[src/rtl/half_adder_structural_pkg.sv]
// Shared constants and the single-lane reference function for the
// structural half adder.
package half_adder_structural_pkg;

  // Default number of independent lanes.
  localparam int HA_WIDTH_DEFAULT = 1;

  // Default for the registered output stage (1 = flops present).
  localparam bit HA_REG_OUT_DEFAULT = 1'b1;

  // Behavioural single-lane half adder returning {carry, sum}.
  // Used as an independent model of the gate-level cell.
  function automatic logic [1:0] ha_ref(input logic a, input logic b);
    logic [1:0] res;
    unique case ({a, b})
      2'b00:   res = 2'b00;
      2'b01:   res = 2'b01;
      2'b10:   res = 2'b01;
      2'b11:   res = 2'b10;
      default: res = 2'bxx;
    endcase
    return res;
  endfunction

endpackage

[src/rtl/half_adder_cell.sv]
// Single-bit half adder built only from gate primitives, so X/Z on an
// input propagates exactly as the xor/and primitives define.
module half_adder_cell (
  input  logic a,
  input  logic b,
  output logic sum,
  output logic carry
);

  xor g_sum   (sum,   a, b);
  and g_carry (carry, a, b);

endmodule

[src/rtl/half_adder_structural.sv]
// WIDTH independent half-adder lanes with a zero-latency combinational
// output and an optional one-cycle registered copy qualified by in_valid.
module half_adder_structural
  import half_adder_structural_pkg::*;
#(
  parameter int WIDTH   = HA_WIDTH_DEFAULT,
  parameter bit REG_OUT = HA_REG_OUT_DEFAULT
) (
  input  logic             clk,
  input  logic             rst,
  input  logic [WIDTH-1:0] a,
  input  logic [WIDTH-1:0] b,
  input  logic             in_valid,
  output logic [WIDTH-1:0] sum,
  output logic [WIDTH-1:0] carry,
  output logic [WIDTH-1:0] sum_q,
  output logic [WIDTH-1:0] carry_q,
  output logic             out_valid
);

  // One gate-level cell per lane; lanes never share a carry.
  for (genvar i = 0; i < WIDTH; i++) begin : g_lane
    half_adder_cell u_cell (
      .a     (a[i]),
      .b     (b[i]),
      .sum   (sum[i]),
      .carry (carry[i])
    );
  end

  if (REG_OUT) begin : g_reg
    logic [WIDTH-1:0] sum_reg_d;
    logic [WIDTH-1:0] sum_reg_q;
    logic [WIDTH-1:0] carry_reg_d;
    logic [WIDTH-1:0] carry_reg_q;
    logic             valid_reg_d;
    logic             valid_reg_q;

    // Next state: capture the lane results when in_valid, else hold them.
    always_comb begin
      sum_reg_d   = sum_reg_q;
      carry_reg_d = carry_reg_q;
      valid_reg_d = in_valid;
      if (in_valid) begin
        sum_reg_d   = sum;
        carry_reg_d = carry;
      end else begin
        sum_reg_d   = sum_reg_q;
        carry_reg_d = carry_reg_q;
      end
    end

    // Output register with asynchronous clear; reset never touches the
    // combinational lanes.
    always_ff @(posedge clk or posedge rst) begin
      if (rst) begin
        sum_reg_q   <= {WIDTH{1'b0}};
        carry_reg_q <= {WIDTH{1'b0}};
        valid_reg_q <= 1'b0;
      end else begin
        sum_reg_q   <= sum_reg_d;
        carry_reg_q <= carry_reg_d;
        valid_reg_q <= valid_reg_d;
      end
    end

    assign sum_q     = sum_reg_q;
    assign carry_q   = carry_reg_q;
    assign out_valid = valid_reg_q;
  end else begin : g_bypass
    // Without the register stage the clock and reset have no load.
    logic unused_clk_rst;
    assign unused_clk_rst = clk ^ rst;

    assign sum_q     = sum;
    assign carry_q   = carry;
    assign out_valid = in_valid;
  end

endmodule

[config.mk]
export PLATFORM = sky130hd
export DESIGN_NAME = half_adder_structural
export DESIGN_NICKNAME = d
export VERILOG_FILES = /design/src/rtl/half_adder_structural_pkg.sv /design/src/rtl/half_adder_cell.sv /design/src/rtl/half_adder_structural.sv
export SDC_FILE = /design/constraint.sdc
export NUM_CORES = 1
export LEC_CHECK = 0
export ABC_AREA = 1
export BUFFER_PORTS_ARGS = -buffer_cell sky130_fd_sc_hd__buf_2
export CAP_MARGIN = 20
export CORE_AREA = 2 2 39 41
export DETAILED_ROUTE_END_ITERATION = 7
export DIE_AREA = 0 0 41 43
export GPL_ROUTABILITY_DRIVEN = 1
export REMOVE_ABC_BUFFERS = 1
export SLEW_MARGIN = 20
export SYNTH_ARGS = -nofsm -noshare
export SYNTH_HDL_FRONTEND = slang
export SYNTH_SLANG_ARGS = --single-unit
[constraint.sdc]
create_clock -name clk -period 0.8 [get_ports clk]
set_input_delay 0.08 -clock clk [delete_from_list [all_inputs] [get_ports clk]]
set_output_delay 0.08 -clock clk [all_outputs]
set_load 0.05 [all_outputs]
After elaboration in Yosys (flattened, before gate mapping) --
Cells that the tools add are included.
Operators by class: bitwise gates (word level) 2
Operators with widths (number):
- bitwise AND 1 bit | 1
- bitwise XOR 1 bit | 1
Word-level totals: bits of input ports 5, register bits 3, word-level logic and storage cells 5

Logic depth before layout (Yosys ltp) --
Gate-level depths: netlist of the first run.
depth in word-level cells 1, gate-level depth with buffers 3, gate-level depth less buffers 3

Hierarchy --
From an unflattened synthesis of the first run, not the netlist that was laid out.
Unflattened totals: cells, all modules 12, area total of the unflattened synthesis 117.6 um^2
By module, submodules not included:
- half_adder_structural | cells an instance 11, seq. area each 75.1 um^2, area each 105.1 um^2, instances 1
- half_adder_cell | cells an instance 1, seq. area each 0.0 um^2, area each 12.5 um^2, instances 1

Least setup slack after synthesis of the first run --
OpenSTA, ideal clock, no wires.
path kind input to register, start point in a, end point reg g_reg.sum_reg_q (netlist: sum_q), path slack -56 ps, library setup time 66 ps, arrival time 789 ps, path buffers 0, stages on the path 3, cells stage by stage ha_1 -> nand2_1 -> nand2_1
Between the ends: word-level cells in the longest chain between the ends 1
RTL lines:
- start, declared | line half_adder_structural.sv:11 | input logic [WIDTH-1:0] a,
- bitwise XOR 1 bit | line half_adder_cell.sv:10 | xor g_sum (sum, a, b);
- end signal, assigned | line half_adder_structural.sv:57 | sum_reg_q <= {WIDTH{1'b0}};
- end signal, assigned | line half_adder_structural.sv:61 | sum_reg_q <= sum_reg_d;
- end, declared | line half_adder_structural.sv:33 | logic [WIDTH-1:0] sum_reg_q;
No other way between the ends. A chain may end at the register's enable or synchronous reset.

Final worst setup path of the first run --
start point reg g_reg.carry_reg_q (netlist: carry_q), end point out carry_q
RTL lines:
- start, declared | line half_adder_structural.sv:35 | logic [WIDTH-1:0] carry_reg_q;
- start signal, assigned | line half_adder_structural.sv:58 | carry_reg_q <= {WIDTH{1'b0}};
- start signal, assigned | line half_adder_structural.sv:62 | carry_reg_q <= carry_reg_d;
- end, declared | line half_adder_structural.sv:17 | output logic [WIDTH-1:0] carry_q,
No word-level cell between the ends.

==> impl_results.md, run 1 <==
- Status: complete, but fails checks
- Failing checks: setup timing
- Synth top area share: 63.83%
- Post-Syn Area: 117.6 um2
- Met2 Use GR: 5.938%
- Yosys warnings: 0
- N_diodes: 0
- Fin crit period: 0.8449 ns
- DRT iter0 DRCs: 3
- Unique cell type count in the Yosys netlist: 4
- GR Overflow Total: 0
- Via count: 132
- CP Cell Sequence: buf_6
- Largest net degree at the start of global routing: 5
- Unrepaired setup endpoints after global routing: true
- Initial antenna violation count: 0
- Core footprint: 0.001384 mm2
- Wirelength, routed: 313 um
- Clk_lat worst skew: 0.23 ns
- Die Height: 43 um
- Max stage delay on crit path: 0.38 ns
- GR Util met1: 4.167%
- Kind of end point of the critical path: output pin
- I/O pins: 10
- Num rows: 14
- CP top delay family: flip-flops
- Arr. time, crit path: 0.76 ns
- Final Hold Violating Endpoints: 0
- Final setup viols: 3
- CP max stage cell: dfrtp_1
- Worst hold start: in_valid
- P_sw: 184.9 uW
- Clock-pin slew on the worst setup and hold paths: 0.04 ns
- WL per Instance: 7.114 um
- Mapped Cells: 12
- Clock share of power: 43.4%
- Clk buf depth: 2
- Total CTS buffers: 3
- Worst Hold Class: input pin to flop
- Slew @ Worst Pin: 0.2528 ns
- Slew Viols, Final: 0
- Syn avg cell area: 9.801 um2
- Layout cells sized above 1: 50.00%
- Logic pwr share: 27.6%
- Max Cap Viol: 0
- Reg2Reg Launch Point: sum_q
- Internal power: 414.2 uW
- Worst r2r path cells: 3
- 1st-pass router iterations: 2
- Total global-route track usage: 5.015%
- Flop pwr share: 28.9%
- Port bufs: 9
- Worst R2R Setup Slack: 0.07 ns
- Fin crit share: 105.6%
- DRC violations left: 0
- Nets: 35
- H-tree depth: 1
- Post-route ant nets: 0
- Area contributors post-synth: dfrtp_1, nand2_1, ha_1
- Fmax: 1184 MHz
- Die span in x: 41 um
- First-pass GRT wire length: 489 um
- CP required: 0.72 ns
- Placed Area: 182.7 um2
- Number of global-route vias before repair: 148
- Die ar.: 0.001763 mm2
- Initial Util: 8.499%
- Most Used Layer, Global Route: met4
- Synth area leader: dfrtp_1
- Hold worst-path end: out_valid
- Clock Tree Root: clkbuf_4
- Critical path type: flop to output pin
- Setup_tns: -0.1055 ns
- Vias per std cell: 3.000
- CP startpoint kind: flop
- Fill cells: 160
- Seq/Total Area, Yosys: 63.83%
- Met3 GRT Util: 0%
- Leak Pwr: 0.0001452 uW
- Critical R2R Capture: sum_q
- Seq cells post-synth: 3
- Worst-path maximum fanout: 2
- Net Sw Frac: 30.86%
- Worst setup margin: -0.04493 ns
- Final Skew: 0 ns
- VDD IR max: 0.4385 mV
- Area grow syn2layout: 117.0%
- CTS tree: yes
- Leading cell type in the layout, fill and taps excluded: nand2_1
- Slew HR: 83.26%
- CTS sink cnt: 3
- Hold depth: 1
- GP Congestion: 0.5512
- Worst path bufs/invs: 1
- Final std cell area, no fill: 255.2 um2
- Pwr per Cell Area: 2347 mW/mm2
- Commonest non-fill, non-tap cells in the layout: nand2_1, buf_2
## metal layers
metal | vias to the layer above | part of all wire, % | wire length [um]
met5 | - | 0 | 0
met4 | 0 | 0 | 0
met3 | 0 | 10 | 32
met2 | 8 | 49 | 153
met1 | 58 | 41 | 127
li1 | 66 | - | -
## synthesized netlist by cell type
cell type / count
inv_1: 2
nand2_1: 6
dfrtp_1: 3
ha_1: 1
## sequential cells by signal, indices dropped and copies added (netlist names)
name	cells
sum_q	1
out_valid	1
carry_q	1
## cell families (layout without fill, tap and decap cells)
group                    Yosys count  after routing  share of synthesized area, %
flip-flops                         3              3                         63.83
buffers and inverters              2             18                         6.385
adder cells (fa/ha/maj)            1              1                         10.64
AND/OR/NAND/NOR                    6              6                         19.15
## power groups by stage
stage | sequential, uW | combinational [uW] | clock, uW
floorplan | 218 | 50.9 | 0
global placement | 172 | 128 | 0
detailed placement | 172 | 129 | 0
CTS | 173 | 161 | 275
global route | 174 | 178 | 288
finish | 173 | 166 | 260
## metrics by stage
step                      total power (uW)  setup WS [ns]  utilization (%)  std cells  hold WS (ns)
after floorplan                      269.0       -0.05554                -         12       -0.1664
after detailed placement             301.6      -0.002037            13.20         37      -0.05384
after global placement               300.1        0.01214            13.20         37      -0.05372
after CTS                            609.9       -0.06347            17.90         43      0.006399
after global routing                 639.6       -0.07437            18.44         44       0.01519
final                                599.1       -0.04493            18.44         44       0.01353
## area by class of cell
class	count	area (um2)	area share, %
timing repair buffer	12	91.34	35.78
sequential	3	75.07	29.41
multi-input combinational	7	35.03	13.73
clock buffer	4	26.28	10.29
tap	16	20.02	7.843
inverter	2	7.507	2.941
## worst max-delay path by stage
| stage | end | depth (start not counted) | from |
|---|---|---|---|
| 2_1_floorplan | sum_q | 3 | a |
| 3_3_place_gp | sum | 3 | a |
| 3_5_place_dp | sum | 3 | a |
| 4_1_cts | carry_q | 1 | carry_q |
| 5_1_grt | carry_q | 1 | carry_q |
| 6_report | carry_q | 1 | carry_q |
## what timing repair did
action                     in CTS  in global routing
setup endpoints to repair       4                  3
resized for setup               7                  0
hold endpoints to repair        3                  0
hold buffers                    1                  0
setup buffers                   1                  1
Note: power is estimated with default switching activity, not from simulation.
==> inputs of run 2 (changes only) <==
--- a/config.mk
+++ b/config.mk
@@ -12,6 +12,7 @@
 export DETAILED_ROUTE_END_ITERATION = 7
 export DIE_AREA = 0 0 41 43
 export GPL_ROUTABILITY_DRIVEN = 1
+export RECOVER_POWER = 25
 export REMOVE_ABC_BUFFERS = 1
 export SLEW_MARGIN = 20
 export SYNTH_ARGS = -nofsm -noshare
==> run 2 against run 1 <==
  * The flow still finishes with violations (setup timing)
  * Critical path depth did not move
  * Via count unchanged
  * Flip-flop and latch count is the same
  * Maximum frequency unchanged
  * Sequential power is essentially flat
  * Power is 0.13% lower
  * Register-to-register slack about the same
  * Combinational power about the same
  * Highest routed layer unchanged
==> impl_results.md, run 2 (synthesis gave the netlist of run 1 again) <==
- Slew HR: 83.26%
- CTS sink cnt: 3
- CP startpoint kind: flop
- Total CTS buffers: 3
- Initial antenna violation count: 0
- Utilization after layout: 18.35%
- First-pass GRT wire length: 489 um
- Worst r2r path cells: 3
- CP Cell Sequence: buf_6
- CP required: 0.72 ns
- I/O pins: 10
- Flop pwr share: 28.9%
- Die span in x: 41 um
- Slew @ Worst Pin: 0.2528 ns
- Failing checks: setup timing
- Multi-input gate area: 35.03 um2
- Clock-pin slew on the worst setup and hold paths: 0.04 ns
- Max Cap Viol: 0
- Fin crit period: 0.8449 ns
- Leak Pwr: 0.0001424 uW
- Clock share of power: 43.5%
- Hold depth: 1
- N_diodes: 0
- WL per Instance: 7.068 um
- Vias per std cell: 3.000
- Final std cell area, no fill: 254.0 um2
- Core footprint: 0.001384 mm2
- Number of global-route vias before repair: 148
- Register area: 75.07 um2
- CP max stage cell: dfrtp_1
- Critical R2R Capture: sum_q
- Hold_ws: 0.03732 ns
- CP top delay family: flip-flops
- Net Sw Frac: 30.89%
- CTS tree: yes
- Worst Hold Class: input pin to flop
- Worst hold start: in_valid
- Reg2Reg Launch Point: sum_q
- Final Skew: 0 ns
- Via count: 132
- Worst R2R Setup Slack: 0.07 ns
- Die Height: 43 um
- Num rows: 14
- Commonest non-fill, non-tap cells in the layout: nand2_1, buf_2
- Clk buf depth: 2
- P_sw: 184.8 uW
- Nets: 35
- Leading cell type in the layout, fill and taps excluded: nand2_1
- Area grow syn2layout: 116.0%
- Worst setup margin: -0.04493 ns
- Layout cells sized above 1: 46.43%
- Final setup viols: 3
- Unrepaired setup endpoints after global routing: true
- Largest net degree at the start of global routing: 5
- Internal power: 413.5 uW
- Fmax: 1184 MHz
- Wirelength, routed: 311 um
- Fin crit share: 105.6%
- Critical path type: flop to output pin
- 1st-pass router iterations: 2
- VDD IR max: 0.4385 mV
- Initial Util: 8.499%
- Port bufs: 9
- Clock Tree Root: clkbuf_4
- Worst path bufs/invs: 1
- Total global-route track usage: 5.015%
- Logic pwr share: 27.5%
- Final Hold Violating Endpoints: 0
- Status: complete, but fails checks
- GR Overflow Total: 0
- GP Congestion: 0.5512
- DRT iter0 DRCs: 3
- Hold worst-path end: out_valid
- Overall Power: 598.3 uW
- Pwr per Cell Area: 2356 mW/mm2
- Placed Area: 182.7 um2
- Kind of end point of the critical path: output pin
- Worst-path maximum fanout: 2
- Post-route ant nets: 0
- Fill cells: 160
- Max stage delay on crit path: 0.38 ns
- Clk_lat worst skew: 0.23 ns
- H-tree depth: 1
- Die ar.: 0.001763 mm2
- Slew Viols, Final: 0
- DRC violations left: 0
- Arr. time, crit path: 0.76 ns
[run 2: cell types whose count changed in the layout (fill, tap and decap cells not counted)]
cell      delta
clkbuf_1     +1
buf_2        -1
[run 2: routing by layer]
| layer | vias to the layer above | global-route usage, % | part of all wire (%) |
|---|---|---|---|
| met4 | 0 | 12.00 | 0 |
| met1 | 58 | 4.167 | 41 |
| li1 | 66 | - | - |
| met2 | 8 | 5.938 | 49 |
| met5 | - | 0 | 0 |
| met3 | 0 | 0 | 10 |
[run 2: through the flow]
| stage | setup TNS, ns | instances | setup slack (ns) |
|---|---|---|---|
| 5_1_grt | -0.1830 | 44 | -0.07437 |
| 3_5_place_dp | -0.002037 | 37 | -0.002037 |
| 6_report | -0.1055 | 44 | -0.04493 |
| 4_1_cts | -0.1428 | 43 | -0.06347 |
| 3_3_place_gp | 0 | 37 | 0.01214 |
| 2_1_floorplan | -0.08800 | 12 | -0.05554 |
[run 2: final cells by class]
class / count / area share (%)
flip-flops and latches: 3 / 29.56
repair buffers: 12 / 35.47
clock buffers: 4 / 10.34
well taps: 16 / 7.882
multi-input cells: 7 / 13.79
inverters: 2 / 2.956
[run 2: worst max-delay path by stage]
stage                 start  endpoint  depth (start not counted)
floorplan                 a     sum_q                          3
global placement          a       sum                          3
detailed placement        a       sum                          3
CTS                 carry_q   carry_q                          1
global route        carry_q   carry_q                          1
finish              carry_q   carry_q                          1
[run 2: what timing repair did]
| action | CTS | global route |
|---|---|---|
| setup buffers | 1 | 1 |
| endpoints found under the hold margin | 3 | 0 |
| endpoints found under the setup margin | 4 | 3 |
| gates resized for setup | 7 | 0 |
| hold buffers | 1 | 0 |
[run 2: power groups by stage]
| stage | sequential [uW] | clock, uW | combinational [uW] |
|---|---|---|---|
| final | 173 | 260 | 165 |
| after global routing | 174 | 288 | 177 |
| after CTS | 173 | 275 | 161 |
| after detailed placement | 172 | 0 | 129 |
| after global placement | 172 | 0 | 128 |
| after floorplan | 218 | 0 | 50.9 |
==> inputs of run 3 (changes only) <==
--- a/config.mk
+++ b/config.mk
@@ -5,7 +5,7 @@
 export SDC_FILE = /design/constraint.sdc
 export NUM_CORES = 1
 export LEC_CHECK = 0
-export ABC_AREA = 1
+export ABC_AREA = 0
 export BUFFER_PORTS_ARGS = -buffer_cell sky130_fd_sc_hd__buf_2
 export CAP_MARGIN = 20
 export CORE_AREA = 2 2 39 41
==> run 3 against run 2 <==
  * The flow still finishes with violations (setup timing)
  * Highest routed layer is now met4
  * Clock-buffer cell count stayed put
  * Clock skew stayed put
  * Largest cell class unchanged
  * Cell count is 14% lower
==> impl_results.md, run 3 <==
- Status: complete, but fails checks
- Failing checks: setup timing
- DRT iter0 DRCs: 1
- P_sw: 188.2 uW
- Fin crit period: 0.8479 ns
- Die span in x: 41 um
- CTS sink cnt: 3
- Net Sw Frac: 31.09%
- Overall Power: 605.2 uW
- Hold worst-path end: sum_q
- Adder-cell share of the synthesized area: 10.99%
- Clock Tree Root: clkbuf_4
- Syn avg cell area: 16.27 um2
- DRC violations left: 0
- Reg2Reg Launch Point: sum_q
- CP startpoint kind: flop
- Total global-route track usage: 5.622%
- Die ar.: 0.001763 mm2
- GR Util met1: 3.537%
- Port bufs: 9
- Utilization after layout: 17.81%
- Worst r2r path cells: 1
- Die Height: 43 um
- Commonest cells in the netlist: dfrtp_1, mux2_2, ha_1, inv_1
- Commonest non-fill, non-tap cells in the layout: buf_2, dfrtp_1, clkbuf_4, buf_6
- Post-route ant nets: 0
- Mux cell area share after synthesis: 19.78%
- Leak Pwr: 0.0001250 uW
- Num rows: 14
- Slew Viols, Final: 0
- Fmax: 1179 MHz
- Combinational family with the most area after synthesis: multiplexers
- Fill cells: 162
- Most numerous cell in the Yosys netlist: dfrtp_1
- First-pass GRT wire length: 510 um
- Worst hold start: in_valid
- GR Overflow Total: 0
- Clk_lat worst skew: 0.23 ns
- Worst-path maximum fanout: 2
- Logic pwr share: 27.6%
- Internal power: 417.0 uW
- Worst R2R Setup Slack: 0.04 ns
- Async set-reset flop share out of synthesis: 100.0%
- Synth area leader: dfrtp_1
- N_diodes: 0
- CP required: 0.72 ns
- Compound-Gate Fraction of Synth Area: 0%
- Clock share of power: 43.2%
- Slew @ Worst Pin: 0.2493 ns
- I/O pins: 10
- Total CTS buffers: 3
- 1st-pass router iterations: 2
- Arr. time, crit path: 0.77 ns
- CP max stage cell: dfrtp_1
- Kind of end point of the critical path: output pin
- Area grow syn2layout: 116.5%
- Core footprint: 0.001384 mm2
- Final Skew: 0 ns
- Flop pwr share: 29.2%
- Met3 GRT Util: 8.901%
- Unrepaired setup endpoints after global routing: true
- Leading cell type in the layout, fill and taps excluded: buf_2
- Area contributors post-synth: dfrtp_1, mux2_2, ha_1
- Max stage delay on crit path: 0.38 ns
- WL per Instance: 8.658 um
- Met2 Use GR: 5.000%
- Wirelength, routed: 329 um
- Vias per std cell: 3.000
- Final setup viols: 3
- XOR/XNOR Fraction of Synth Area: 0%
- Pwr per Cell Area: 2455 mW/mm2
- Worst path bufs/invs: 1
- Worst setup margin: -0.04787 ns
- Pre-CTS setup slack: -0.06956 ns
- H-tree depth: 1
- CP Cell Sequence: buf_6
- Number of global-route vias before repair: 132
- Yosys warnings: 0
- Seq cells post-synth: 3
- Unique cell type count in the Yosys netlist: 4
- Final Hold Violating Endpoints: 0
- Synth Flop Type: dfrtp_1
- Post-Syn Area: 113.9 um2
- GP Congestion: 0.4764
- Via count: 114
- Initial Util: 8.228%
- VDD IR max: 0.3542 mV
- CTS tree: yes
- Most Used Layer, Global Route: met3
- Synth top area share: 65.93%
- Mapped Cells: 7
- Number of synthesized flops with an enable pin: 0
- Initial antenna violation count: 0
- CP top delay family: flip-flops
- Crit. path cell count: 1
- Fin crit share: 106.0%
- Seq/Total Area, Yosys: 65.93%
- Critical R2R Capture: sum_q
- Slew HR: 83.49%
- Largest net degree at the start of global routing: 4
- Max Cap Viol: 0
- Worst Hold Class: input pin to flop
- Synth Area in Simple Gates: 0%
- Layout cells sized above 1: 63.64%
- Post-CTS Repair Setup Buffers: 0
- Clk buf depth: 2
- Critical path type: flop to output pin
- Nets: 29
- Clock-pin slew on the worst setup and hold paths: 0.03 ns
- Hold depth: 2
==> run 3: per-layer routing <==
metal	vias to the layer above	share of wire [%]
met5	-	0
li1	53	-
met3	2	28
met1	49	33
met2	10	38
met4	0	1.8
==> run 3: worst max path at each step <==
stage / from / slack (ns) / end
after floorplan: a / -0.22 / sum_q
after global placement: a / -0.06 / sum_q
after detailed placement: a / -0.07 / sum_q
after CTS: sum_q / -0.06 / sum_q
after global routing: sum_q / -0.08 / sum_q
final: sum_q / -0.05 / sum_q
==> run 3: repair_timing <==
| action | in CTS | in global routing |
|---|---|---|
| hold buffers | 2 | 0 |
| gates resized for setup | 7 | 0 |
| setup endpoints to repair | 4 | 3 |
| endpoints found under the hold margin | 4 | 0 |
| gates cloned | 0 | 0 |
==> run 3: power groups by stage <==
stage               Clock, uW  Combinational [uW]  Sequential, uW
CTS                       280                 169             177
global placement            0                 140             175
floorplan                   0                52.9             228
detailed placement          0                 140             175
finish                    262                 167             177
global route              288                 179             179
==> run 3: layout make-up <==
type	instances	area [um2]	share of cell area (%)
Clock buffer	4	26.28	10.66
Inverter	1	3.754	1.523
Multi-Input combinational cell	3	35.03	14.21
Sequential cell	3	75.07	30.46
Tap cell	16	20.02	8.122
Timing Repair Buffer	11	86.33	35.03
==> run 3: stage by stage <==
step	TNS, ns	hold slack [ns]	std cells	cell area [um2]
after floorplan	-0.4033	-0.1664	7	113.9
final	-0.1166	0.1404	38	246.5
after global placement	-0.09038	-0.05026	32	178.9
after detailed placement	-0.08348	-0.05188	32	178.9
after global routing	-0.2010	0.1432	38	246.5
after CTS	-0.1571	0.1307	38	246.5
==> run 3: kinds of logic after synthesis <==
| logic type | count (synthesis) |
|---|---|
| flops | 3 |
| buf+inv | 1 |
| mux | 2 |
| fa+ha+maj | 1 |
